## src/rtl/jk_reg_bank.sv

```systemverilog
// Vector of WIDTH JK flip-flops that can also act as a modulo up/down counter
// or a parallel-load register, with registered wrap (tc) and change pulses.
module jk_reg_bank #(
    parameter int unsigned         WIDTH     = 8,
    parameter logic [WIDTH-1:0]    RESET_VAL = '0,
    parameter longint unsigned     MOD       = 0
) (
    input  logic             clk,
    input  logic             reset,
    input  logic             en,
    input  logic [1:0]       mode,
    input  logic [WIDTH-1:0] J,
    input  logic [WIDTH-1:0] K,
    input  logic [WIDTH-1:0] d,
    output logic [WIDTH-1:0] Q,
    output logic [WIDTH-1:0] Qn,
    output logic             tc,
    output logic             changed
);

    localparam int unsigned     W1        = WIDTH + 1;
    localparam longint unsigned MOD_EFF_L = (MOD == 0) ? (64'd1 << WIDTH) : MOD;
    // Modulus and its top value kept one bit wider so 2**WIDTH is representable.
    localparam logic [W1-1:0]    MOD_EFF   = W1'(MOD_EFF_L);
    localparam logic [W1-1:0]    MOD_MAX   = MOD_EFF - W1'(1);
    localparam logic [WIDTH-1:0] Q_MAX     = WIDTH'(MOD_MAX);

    localparam logic [1:0] MODE_JK   = 2'b00;
    localparam logic [1:0] MODE_UP   = 2'b01;
    localparam logic [1:0] MODE_DOWN = 2'b10;
    localparam logic [1:0] MODE_LOAD = 2'b11;

    logic [WIDTH-1:0] q_q, q_d;
    logic             tc_q, tc_d;
    logic             changed_q, changed_d;
    logic [W1-1:0]    q_ext;
    logic [W1-1:0]    d_ext;

    assign q_ext = {1'b0, q_q};
    assign d_ext = {1'b0, d};

    // Next-state selection; hold and clear pulses unless enabled.
    always_comb begin
        q_d       = q_q;
        tc_d      = 1'b0;
        changed_d = 1'b0;
        if (en) begin
            case (mode)
                MODE_JK: begin
                    q_d = (J & ~q_q) | (~K & q_q);
                end
                MODE_UP: begin
                    if (q_ext >= MOD_MAX) begin
                        q_d  = '0;
                        tc_d = 1'b1;
                    end else begin
                        q_d = q_q + WIDTH'(1);
                    end
                end
                MODE_DOWN: begin
                    if (q_q == '0) begin
                        q_d  = Q_MAX;
                        tc_d = 1'b1;
                    end else if (q_ext >= MOD_EFF) begin
                        q_d = Q_MAX;
                    end else begin
                        q_d = q_q - WIDTH'(1);
                    end
                end
                MODE_LOAD: begin
                    q_d = (d_ext >= MOD_EFF) ? Q_MAX : d;
                end
                default: begin
                    q_d = q_q;
                end
            endcase
            changed_d = (q_d != q_q);
        end
    end

    always_ff @(posedge clk) begin
        if (reset) begin
            q_q       <= RESET_VAL;
            tc_q      <= 1'b0;
            changed_q <= 1'b0;
        end else begin
            q_q       <= q_d;
            tc_q      <= tc_d;
            changed_q <= changed_d;
        end
    end

    assign Q       = q_q;
    assign Qn      = ~q_q;
    assign tc      = tc_q;
    assign changed = changed_q;

endmodule

```

## config.mk

```make
export PLATFORM = sky130hd
export DESIGN_NAME = jk_reg_bank
export DESIGN_NICKNAME = d
export VERILOG_FILES = /design/src/rtl/jk_reg_bank.sv
export SDC_FILE = /design/constraint.sdc
export NUM_CORES = 1
export LEC_CHECK = 0
export ABC_AREA = 0
export BUFFER_PORTS_ARGS = -buffer_cell sky130_fd_sc_hd__clkbuf_2
export CORE_MARGIN = 5
export CORE_UTILIZATION = 49
export DETAILED_ROUTE_END_ITERATION = 12
export PLACE_DENSITY = 0.8
export SYNTH_ARGS = -nofsm -noshare
export SYNTH_HDL_FRONTEND = slang
export SYNTH_SLANG_ARGS = --single-unit
```

## constraint.sdc

```tcl
create_clock -name clk -period 2.6 [get_ports clk]
set_clock_uncertainty 0.1 [all_clocks]
set_input_delay 0.26 -clock clk [delete_from_list [all_inputs] [get_ports clk]]
set_output_delay 0.26 -clock clk [all_outputs]
set_load 0.02 [all_outputs]
```

; ---- Word level (Yosys, flattened, before mapping)
; Cells that the tools add are included.
[totals]
register_bits = 10
latch_bits = 0
ram_bits = 0
romBits = 0
inputBits = 29
memories = 0
[op_classes]
n_addsub = 2
mul = 0
div_mod_pow = 0
order_cmp = 3
n_eq_ne = 4
n_shift = 0
mux = 9
bitwise = 6
n_reduce_logical = 3
[op_table]
columns = operator, n
row1 = 2-to-1 mux 8 bit, 5
row2 = one-hot mux 8 bit (4 select lines), 1
row3 = >= comparator 8 x 9 -> 1 bit (second input constant), 2
row4 = AND 8 bit, 2
row5 = NOT 8 bit, 2
row6 = adder 8 x 1 -> 8 bit (second input constant), 1
row7 = >= comparator 8 bit (second input constant), 1
row8 = zero test 8 bit, 1
row9 = != test 8 bit, 1
row10 = bitwise OR 8 bit, 1
row11 = subtractor 8 x 1 -> 8 bit (second input constant), 1
row12 = equality test 2 bit (second input constant), 2
row13 = equality test 2 x 1 -> 1 bit (second input constant), 1
row14 = zero test 2 bit, 1
row15 = 2-to-1 mux 1 bit, 2
row16 = one-hot mux 1 bit (2 select lines), 1
row17 = OR reduction 2 bit, 1
row18 = NOT 1 bit, 1

; ---- Depth between registers and ports, before layout
; Gate-level depths: netlist of the first run.
[depth]
ltp_word = 6
depth_mapped = 10
ltp_nobuf = 9

; ---- Least setup slack after synthesis of the first run
; Ideal clock, no wire load.
[synth_timing]
path_kind = reg2reg
from = reg q_q[0] (netlist: Q[0])
to = reg changed_q (netlist: changed)
arrival_time_ns = 2.271
required_time_ns = 2.363
path_slack_ns = 0.091
stages_incl_launch_ff = 10
cell_sequence = dfxtp_1 buf_2 inv_1 ha_1 a41oi_2 o21ai_1 a221oi_1 mux2i_1 nor4b_4 a41oi_1
[synth_via]
elab_chain_cells = 6
word_cells_on_any_way = 15
[synth_lines]
columns = element, line_no
row1 = from (decl), 33  ; logic [WIDTH-1:0] q_q, q_d;
row2 = from (signal assigned), 87  ; q_q <= q_d;
row3 = NOT 8 bit, -
row4 = net Qn[0], 16  ; output logic [WIDTH-1:0] Qn,
row5 = AND 8 bit, 50  ; q_d = (J & ~q_q) | (~K & q_q);
row6 = bitwise OR 8 bit, 50
row7 = one-hot mux 8 bit (4 select lines), 48  ; case (mode)
row8 = 2-to-1 mux 8 bit, 47  ; if (en) begin
row9 = != test 8 bit, 77  ; changed_d = (q_d != q_q);
row10 = to (signal assigned), 89  ; changed_q <= changed_d;
row11 = to (decl), 35  ; logic changed_q, changed_d;
; The timed path passes the listed nets, and every way through them passes these cells. The select of a mux whose other input is x is not followed.
; A chain may end at the register's enable or synchronous reset.

; ---- Worst setup path after layout of the first run
[layout_timing]
from = reg q_q[0] (netlist: Q[0])
to = reg changed_q (netlist: changed)
[layout_via]
elab_chain_cells = 6
word_cells_on_any_way = 15
[layout_lines]
columns = element, line_no
row1 = subtractor 8 x 1 -> 8 bit (tied with other cells), 67  ; q_d = q_q - WIDTH'(1);
row2 = 2-to-1 mux 8 bit / AND 8 bit (equally long branches), "64, 50"
row3 = 2-to-1 mux 8 bit / bitwise OR 8 bit (equally long branches), "61, 50"
row4 = one-hot mux 8 bit (4 select lines), 48
row5 = 2-to-1 mux 8 bit, 47
row6 = != test 8 bit (*), 77
; Mark *: on every way between the ends. The rest lies on a longest branch, timed or not. The select of a mux whose other input is x is not followed.

==> flow_summary.yaml, run 1 <==
grt:
  grt_pass1_wl_mm: 6.04
  grt_usage_pct: 22.5
  overflow: 0
  antenna_found_initial: 0
  grt_max_degree: 15
  grt_pass1_vias: 1314
timing:
  hold_ws_ps: 198
  fin_tns_setup_ps: 0
  slew_headroom_pct: 66.2
  fin_crit_sh_pct: 90.4
  fmax_mhz: 426
  period_minus_slack_ps: 2350
  maxSlewViolCount: 0
  worstMarginPinSlew_ps: 507
  setup_viol: 0
  final-hold-violation-count: 0
  rsz0062_at_grt: "false"
place:
  dp_hpwl_mm: 2.89
  dp_cells: 231
  gp_congestion: 0.956
  port_buffers: 46
synth:
  ys_warn_count: 0
  synth_cell_types: 51
  netlist_instances: 160
  yosys.area.top_type: "dfxtp_1"
  synth_area_sq_um: 1230
  synth_area_per_cell_sq_um: 7.66
  yosysTopAreaCellShare_pct: 16.3
  synth_area_leaders: "dfxtp_1 (16%), ha_1 (7.1%), xnor2_1 (6.4%), nand2_1 (4.9%), buf_4 (4.3%)"
  synth_seq_area_share_pct: 16.3
  synth_fp_nets: 196
  ys_ff_latch: 10
clocking:
  clockRootBuffer: "clkbuf_4"
  cts_tree: "yes"
  postCtsSetupRepairBufs: 0
  post_cts.resized_instances: 0
  cts_buffers: 3
  clk_pin_slew_ps: 80
  ctsHoldBuffers: 0
  clock_sinks: 10
  cts_buffer_depth: 2
  cts_htree_levels: 1
  worst_skew_pair.late_latency_ps: 280
critical_path:
  r2r-end: "changed"
  crit_fanout: 3
  crit_buf_inv: 1
  worst_r2r_path_depth: 9
  cp-end-kind: "flop"
  path_depth: 9
  slowest_stage: "a221oi_1"
  worst-r2r-setup-slack_ps: 250
  cp.arrival_ps: 2400
  crit_family: "compound AO/OA/AOI/OAI gates"
  crit_start: "Q[0]"
  worstSetupPathType: "flop to flop"
  crit_end: "changed"
  worstSetupStartpointType: "flop"
  worstPathCellList: "inv_1 -> ha_1 -> nor3b_1 -> xnor2_1 -> o21ai_1 -> a221oi_1 -> mux2i_1 -> nor4b_4 -> a41oi_1"
  required_ps: 2650
  slowest_delay_ps: 380
  r2r-start: "Q[0]"
floorplanning:
  die_h_microns: 60.0
  die_w_microns: 60.0
  io_pins: 47
  die_area_sq_um: 3600
  placementRows: 18
  core_area_sq_um: 2430
  initial_core_util_pct: 50.4
outcome:
  status: "complete, no violations"
finish:
  syn2layout_area_growth_pct: 21.6
  nNetsFinal: 242
  final_cell_mix: "clkbuf_2 (46), nand2_1 (16), inv_1 (14)"
  final_cells: 234
  fill_cells: 221
  drive_above_1_share_pct: 34.3
  diodes: 0
  mostFrequentLayoutCell: "clkbuf_2"
  seqCellArea_sq_um: 200
  multi_input_area_sq_um: 885
drt:
  drt_first_pass_iters: 4
  drt_iter0_markers: 81
  wl_mm: 3.79
  ant_nets: 0
  viasPerCell: 6.07
  avgRoutedWirePerCell_microns: 16.2
  vias: 1420
  drc: 0
hold_path:
  hp-class: "input pin to flop"
power:
  p_leak_nw: 0.659
  p_total_mw: 0.635
  ir_drop_v: 0.000257
  powerDensity_nw_per_um2: 426
flow_run:
  drv_cap: 0
-- metal layers --
metal	up-vias	global-route usage [%]	part of all wire (%)
li1	674	-	-
met1	644	29.5	39
met2	91	34.0	46
met3	11	5.83	12
met4	0	10.8	3.1
met5	-	0	0
-- worst reg2reg max path, cell delays in order, from the launching register on --
cell,delay [ps]
dfxtp_1,340
inv_1,100
ha_1,210
nor3b_1,300
xnor2_1,160
o21ai_1,70
a221oi_1,380
mux2i_1,210
nor4b_4,230
a41oi_1,120
-- through the flow --
step | area [sq um] | utilization, % | worst slack [ps]
3_5_place_dp | 1470 | 60.4 | 282
4_1_cts | 1490 | 61.3 | 257
2_1_floorplan | 1230 | - | 91.2
6_report | 1490 | 61.3 | 250
3_3_place_gp | 1470 | 60.4 | 273
5_1_grt | 1490 | 61.3 | 40.6
-- worst min path at each step --
stage | startpoint | endpoint | slack [ps] | cells past startpoint
3_5_place_dp | reset | Q[7] | 490 | 2
2_1_floorplan | en | changed | 320 | 2
3_3_place_gp | reset | Q[4] | 490 | 2
4_1_cts | reset | Q[5] | 200 | 2
5_1_grt | reset | Q[7] | 200 | 2
6_report | reset | Q[7] | 200 | 2
-- logic make-up (layout without fill, tap and decap cells) --
family | after synthesis | count (layout) | synth area share (%)
compound gates | 47 | 47 | 28.7
xor+xnor | 9 | 9 | 6.43
fa+ha+maj | 7 | 7 | 7.14
buf+inv | 28 | 72 | 11.5
flops | 10 | 10 | 16.3
mux | 6 | 6 | 5.10
simple gates | 53 | 53 | 24.8
-- layout make-up --
cell class / instances / share of cell area [%]
Multi-Input combinational cell: 122 / 59.3
Timing Repair Buffer: 54 / 19.5
Sequential cell: 10 / 13.4
Inverter: 15 / 3.78
Tap cell: 30 / 2.52
Clock buffer: 3 / 1.51
-- where the power goes --
part	switching [mW]	leakage [nW]	total [mW]	internal, mW
clock network	0.0656	0.0138	0.119	0.0537
logic	0.191	0.563	0.332	0.141
registers	0.0185	0.0825	0.184	0.165
total	0.275	0.659	0.635	0.360
-- cell usage after synthesis (all sizes together) --
master,count
or3,2
nand4b,1
nor2,10
dfxtp,10
a221o,1
o2111ai,1
o21ai,8
a221oi,2
nand2,16
nor4,1
mux2i,4
nor3,2
xnor2,9
buf,11
a21boi,1
inv,15
mux2,2
nor3b,1
ha,7
a21oi,9
o22ai,2
a31o,2
a22oi,2
nand3,8
nand4,3
nor4b,1
clkbuf,2
a311oi,1
o211ai,4
a31oi,2
nand2b,4
a211oi,5
nor2b,2
o21a,1
a222oi,3
a41oi,2
o311ai,1
and3,2
-- flip-flops by register name, indices dropped and copies added (netlist names) --
signal	count
tc	1
Q	8
changed	1
(Power assumes the default switching activity.)
==> inputs of run 2 (changes only) <==
Settings changed: CELL_PAD_IN_SITES_DETAIL_PLACEMENT set to 1, CELL_PAD_IN_SITES_GLOBAL_PLACEMENT set to 1, CORE_UTILIZATION 49 to 34, PLACE_DENSITY 0.8 to unset, PLACE_DENSITY_LB_ADDON set to 0.1.
==> run 2 against run 1 <==
  * Sequential share of layout area shrank 0.31 points
  * Clock-buffer cell count is the same
  * Non-clock buffer count grew 2
  * Combinational power grew 2%
  * Sequential power grew 2%
  * Die area grew 36%
  * Critical endpoint unchanged
==> flow_summary.yaml, run 2 (same netlist as run 1, synthesis figures left out) <==
outcome:
  status: "complete, no violations"
critical_path:
  slowest_delay_ps: 350
  cp-end-kind: "flop"
  cp.arrival_ps: 2470
  r2r-end: "changed"
  worstSetupPathType: "flop to flop"
  required_ps: 2660
  worst-r2r-setup-slack_ps: 190
  worstPathCellList: "inv_1 -> ha_1 -> nor3b_1 -> xnor2_1 -> o21ai_1 -> a221oi_1 -> mux2i_1 -> nor4b_4 -> a41oi_1"
  slowest_stage: "dfxtp_1"
  worst_r2r_path_depth: 9
  r2r-start: "Q[1]"
  worstSetupStartpointType: "flop"
  crit_fanout: 4
place:
  dp_hpwl_mm: 3.73
  port_buffers: 46
  gp_congestion: 0.930
drt:
  viasPerCell: 5.71
  vias: 1439
  ant_nets: 0
  drc: 0
  wl_mm: 4.61
  drt_iter0_markers: 74
  drt_first_pass_iters: 4
  avgRoutedWirePerCell_microns: 18.3
clocking:
  cts_tree: "yes"
  cts_htree_levels: 1
  ctsHoldBuffers: 0
  clockRootBuffer: "clkbuf_4"
  cts_buffers: 3
  postCtsSetupRepairBufs: 0
  post_cts.resized_instances: 0
  clk_pin_slew_ps: 80
  worst_skew_pair.late_latency_ps: 290
  cts_buffer_depth: 2
  clock_sinks: 10
timing:
  maxSlewViolCount: 0
  fin_crit_sh_pct: 92.7
  setup_viol: 0
  fmax_mhz: 415
  worstMarginPinSlew_ps: 448
  final-hold-violation-count: 0
  fin_tns_setup_ps: 0
  slew_headroom_pct: 70.1
  period_minus_slack_ps: 2410
  rsz0062_at_grt: "false"
floorplanning:
  initial_core_util_pct: 35.9
  core_area_sq_um: 3420
  die_w_microns: 70.1
  die_h_microns: 70.1
  placementRows: 21
  die_area_sq_um: 4910
  io_pins: 47
grt:
  grt_usage_pct: 19.8
  grt_max_degree: 15
  antenna_found_initial: 0
  grt_pass1_wl_mm: 7.92
  overflow: 0
  grt_pass1_vias: 1619
hold_path:
  hp-class: "input pin to flop"
  hold_depth: 3
  hold_end: "Q[5]"
  hp-start: "K[5]"
finish:
  syn2layout_area_growth_pct: 24.5
  largest_register_ffs: 8
  diodes: 0
  nNetsFinal: 244
  final_cell_mix: "clkbuf_2 (46), nand2_1 (16), inv_1 (14)"
  drive_above_1_share_pct: 35.0
  mostFrequentLayoutCell: "clkbuf_2"
power:
  ir_drop_v: 0.000194
  powerDensity_nw_per_um2: 429
  p_leak_nw: 0.669
  p_total_mw: 0.655
flow_run:
  drv_cap: 0
==> run 2: layer usage <==
metal	track usage (%)	share of wire, %	vias to the layer above
li1	-	-	674
met1	23.4	42	696
met2	34.9	49	58
met3	3.87	6.5	11
met4	7.87	2.2	0
met5	0	0	-
==> run 2: report_power, final <==
part | leakage, nW | total (mW) | switching, mW | internal [mW]
registers | 0.0825 | 0.188 | 0.0222 | 0.165
logic | 0.573 | 0.340 | 0.197 | 0.143
clock network | 0.0138 | 0.128 | 0.0736 | 0.0541
==> run 2: final cells by class <==
class | count | area (sq um)
Clock buffer | 3 | 22.5
Fill cell | 448 | 1890
Inverter | 15 | 56.3
Multi-Input combinational cell | 122 | 885
Sequential cell | 10 | 200
Tap cell | 46 | 57.6
Timing Repair Buffer | 56 | 305
==> run 2: worst max-delay path by stage <==
stage | depth (start not counted) | startpoint | end
2_1_floorplan | 9 | Q[0] | changed
3_3_place_gp | 9 | Q[1] | changed
3_5_place_dp | 9 | Q[1] | changed
4_1_cts | 9 | Q[0] | changed
5_1_grt | 9 | Q[1] | changed
6_report | 9 | Q[1] | changed
==> run 2: through the flow <==
stage	hold WS [ps]	setup slack, ps	util (%)	instance area [sq um]	std cells
6_report	203	190	44.7	1530	252
5_1_grt	231	24.8	44.7	1530	252
4_1_cts	197	194	44.7	1530	252
3_5_place_dp	515	218	44.0	1500	249
3_3_place_gp	507	293	44.0	1500	249
2_1_floorplan	319	91.2	-	1230	160
==> run 2: worst max-delay path: cells and delay by family, from the launching register on <==
| kind | cells | cell delay, ps |
|---|---|---|
| buf+inv | 1 | 100 |
| compound gates | 3 | 560 |
| fa+ha+maj | 1 | 210 |
| flops | 1 | 350 |
| simple gates | 2 | 600 |
| mux | 1 | 180 |
| xor+xnor | 1 | 170 |
==> inputs of run 3 (changes only) <==
Settings changed: CORE_UTILIZATION 34 to 35, CTS_BUF_LIST set to sky130_fd_sc_hd__clkbuf_8.
==> run 3 against run 2 <==
  * Maximum frequency grew 2.2%
  * Worst hold slack gained 55 ps
  * Via count is essentially flat
  * Global-route usage shrank 0.65 points
  * Critical path depth is the same
  * Register-to-register slack gained 50 ps
  * Total power grew 7.3%
  * Sequential power is essentially flat
  * Critical path type unchanged
  * First-iteration DRC count shrank 20%
  * Sequential share of layout area shrank 0.20 points
  * Flip-flop and latch count is the same
  * Core utilization grew 1.4 points
==> flow_summary.yaml, run 3 (same netlist as run 1, synthesis figures left out) <==
power:
  swShare_pct: 41.3
  intPower_mw: 0.412
  combPwrFrac_pct: 48.6
  p_leak_nw: 0.680
  ir_drop_v: 0.000199
  switching_power_mw: 0.291
  powerDensity_nw_per_um2: 454
  pwr-share-clk_pct: 24.5
  seqPwrFrac_pct: 26.8
floorplanning:
  core_area_sq_um: 3360
  die_area_sq_um: 4790
  die_h_microns: 69.2
  die_w_microns: 69.2
  initial_core_util_pct: 36.5
  io_pins: 47
  placementRows: 21
flow_run:
  drv_cap: 0
critical_path:
  worst-r2r-setup-slack_ps: 240
  cp.arrival_ps: 2370
  worstSetupPathType: "flop to flop"
  r2r-start: "Q[0]"
  required_ps: 2610
  cp-end-kind: "flop"
  worst_r2r_path_depth: 9
  r2r-end: "changed"
  worstSetupStartpointType: "flop"
  crit_fanout: 5
hold_path:
  hp-class: "input pin to flop"
  hold_end: "Q[5]"
  hold_depth: 3
  hp-start: "K[5]"
clocking:
  cts_tree: "yes"
  clk_pin_slew_ps: 50
  clockRootBuffer: "clkbuf_8"
  worst_skew_pair.late_latency_ps: 240
  cts_buffer_depth: 2
  ctsHoldBuffers: 0
  cts_htree_levels: 1
  cts_buffers: 3
  clock_sinks: 10
drt:
  wl_mm: 4.66
  drt_iter0_markers: 59
  drc: 0
  ant_nets: 0
  vias: 1438
  drt_first_pass_iters: 4
  avgRoutedWirePerCell_microns: 18.5
  viasPerCell: 5.71
timing:
  slew_headroom_pct: 71.0
  rsz0062_at_grt: "false"
  final-hold-violation-count: 0
  period_minus_slack_ps: 2360
  maxSlewViolCount: 0
  fin_tns_setup_ps: 0
  setup_viol: 0
  worstMarginPinSlew_ps: 435
  fmax_mhz: 424
  fin_crit_sh_pct: 90.7
place:
  port_buffers: 46
  gp_congestion: 0.910
  dp_hpwl_mm: 3.75
  dp_cells: 249
grt:
  grt_pass1_vias: 1506
  grt_pass1_wl_mm: 7.46
  grt_usage_pct: 19.2
  grt_max_degree: 15
  overflow: 0
  antenna_found_initial: 0
finish:
  final_cells: 252
  largest_register_ffs: 8
  drive_above_1_share_pct: 35.4
  final_util_pct: 46.1
  final_cell_mix: "clkbuf_2 (46), nand2_1 (16), inv_1 (14)"
  nNetsFinal: 244
  syn2layout_area_growth_pct: 26.4
  diodes: 0
  mostFrequentLayoutCell: "clkbuf_2"
  fill_cells: 465
outcome:
  status: "complete, no violations"
==> run 3: cell counts in the layout (fill, tap and decap cells not counted) <==
Identical to the previous run, type by type.
==> run 3: worst max path at each step <==
| stage | startpoint | depth (start not counted) | slack (ps) | end |
|---|---|---|---|---|
| floorplan | Q[0] | 9 | 90 | changed |
| global placement | Q[0] | 9 | 320 | changed |
| detailed placement | Q[0] | 9 | 240 | changed |
| CTS | Q[0] | 9 | 190 | changed |
| global route | Q[0] | 9 | 90 | changed |
| finish | Q[0] | 9 | 240 | changed |
==> run 3: final cells by class <==
class / count / area (sq um) / area share [%]
Clock buffer: 3 / 41.3 / 2.66
Inverter: 15 / 56.3 / 3.63
Multi-Input combinational cell: 122 / 890 / 57.4
Sequential cell: 10 / 200 / 12.9
Tap cell: 46 / 57.6 / 3.71
Timing Repair Buffer: 56 / 305 / 19.7
==> run 3: stage by stage <==
stage | area, sq um | power (mW) | worst slack [ps] | hold WS [ps]
floorplan | 1230 | 0.425 | 91.2 | 319
global placement | 1500 | 0.523 | 324 | 508
detailed placement | 1500 | 0.528 | 245 | 508
global route | 1550 | 0.743 | 91.6 | 278
finish | 1550 | 0.703 | 241 | 258
CTS | 1550 | 0.704 | 195 | 258
==> run 3: power by group through the flow <==
| stage | sequential [mW] | combinational (mW) | clock [mW] |
|---|---|---|---|
| after global placement | 0.190 | 0.333 | 0 |
| after CTS | 0.187 | 0.341 | 0.176 |
| after floorplan | 0.191 | 0.234 | 0 |
| after detailed placement | 0.190 | 0.338 | 0 |
| after global routing | 0.190 | 0.372 | 0.182 |
| final | 0.189 | 0.342 | 0.172 |
==> run 3: routing by layer <==
layer | global-route usage [%] | wire length [microns] | vias to the layer above
li1 | - | - | 675
met1 | 23.0 | 1930 | 700
met2 | 33.1 | 2340 | 52
met3 | 4.06 | 287 | 11
met4 | 7.81 | 96 | 0
met5 | 0 | 0 | -
==> run 3: worst max-delay path: stages, from the launching register on <==
cell and delay, ps:
dfxtp_1 340, inv_1 110, ha_1 230, nor3b_2 270
xnor2_1 150, o21ai_1 70, a221oi_1 370, mux2i_1 190
nor4b_4 240, a41oi_1 140
==> run 3: repair_timing <==
item | in CTS | in global routing
setup endpoints to repair | 0 | 1
buffers inserted | 0 | 0
gates resized for setup | 0 | 1
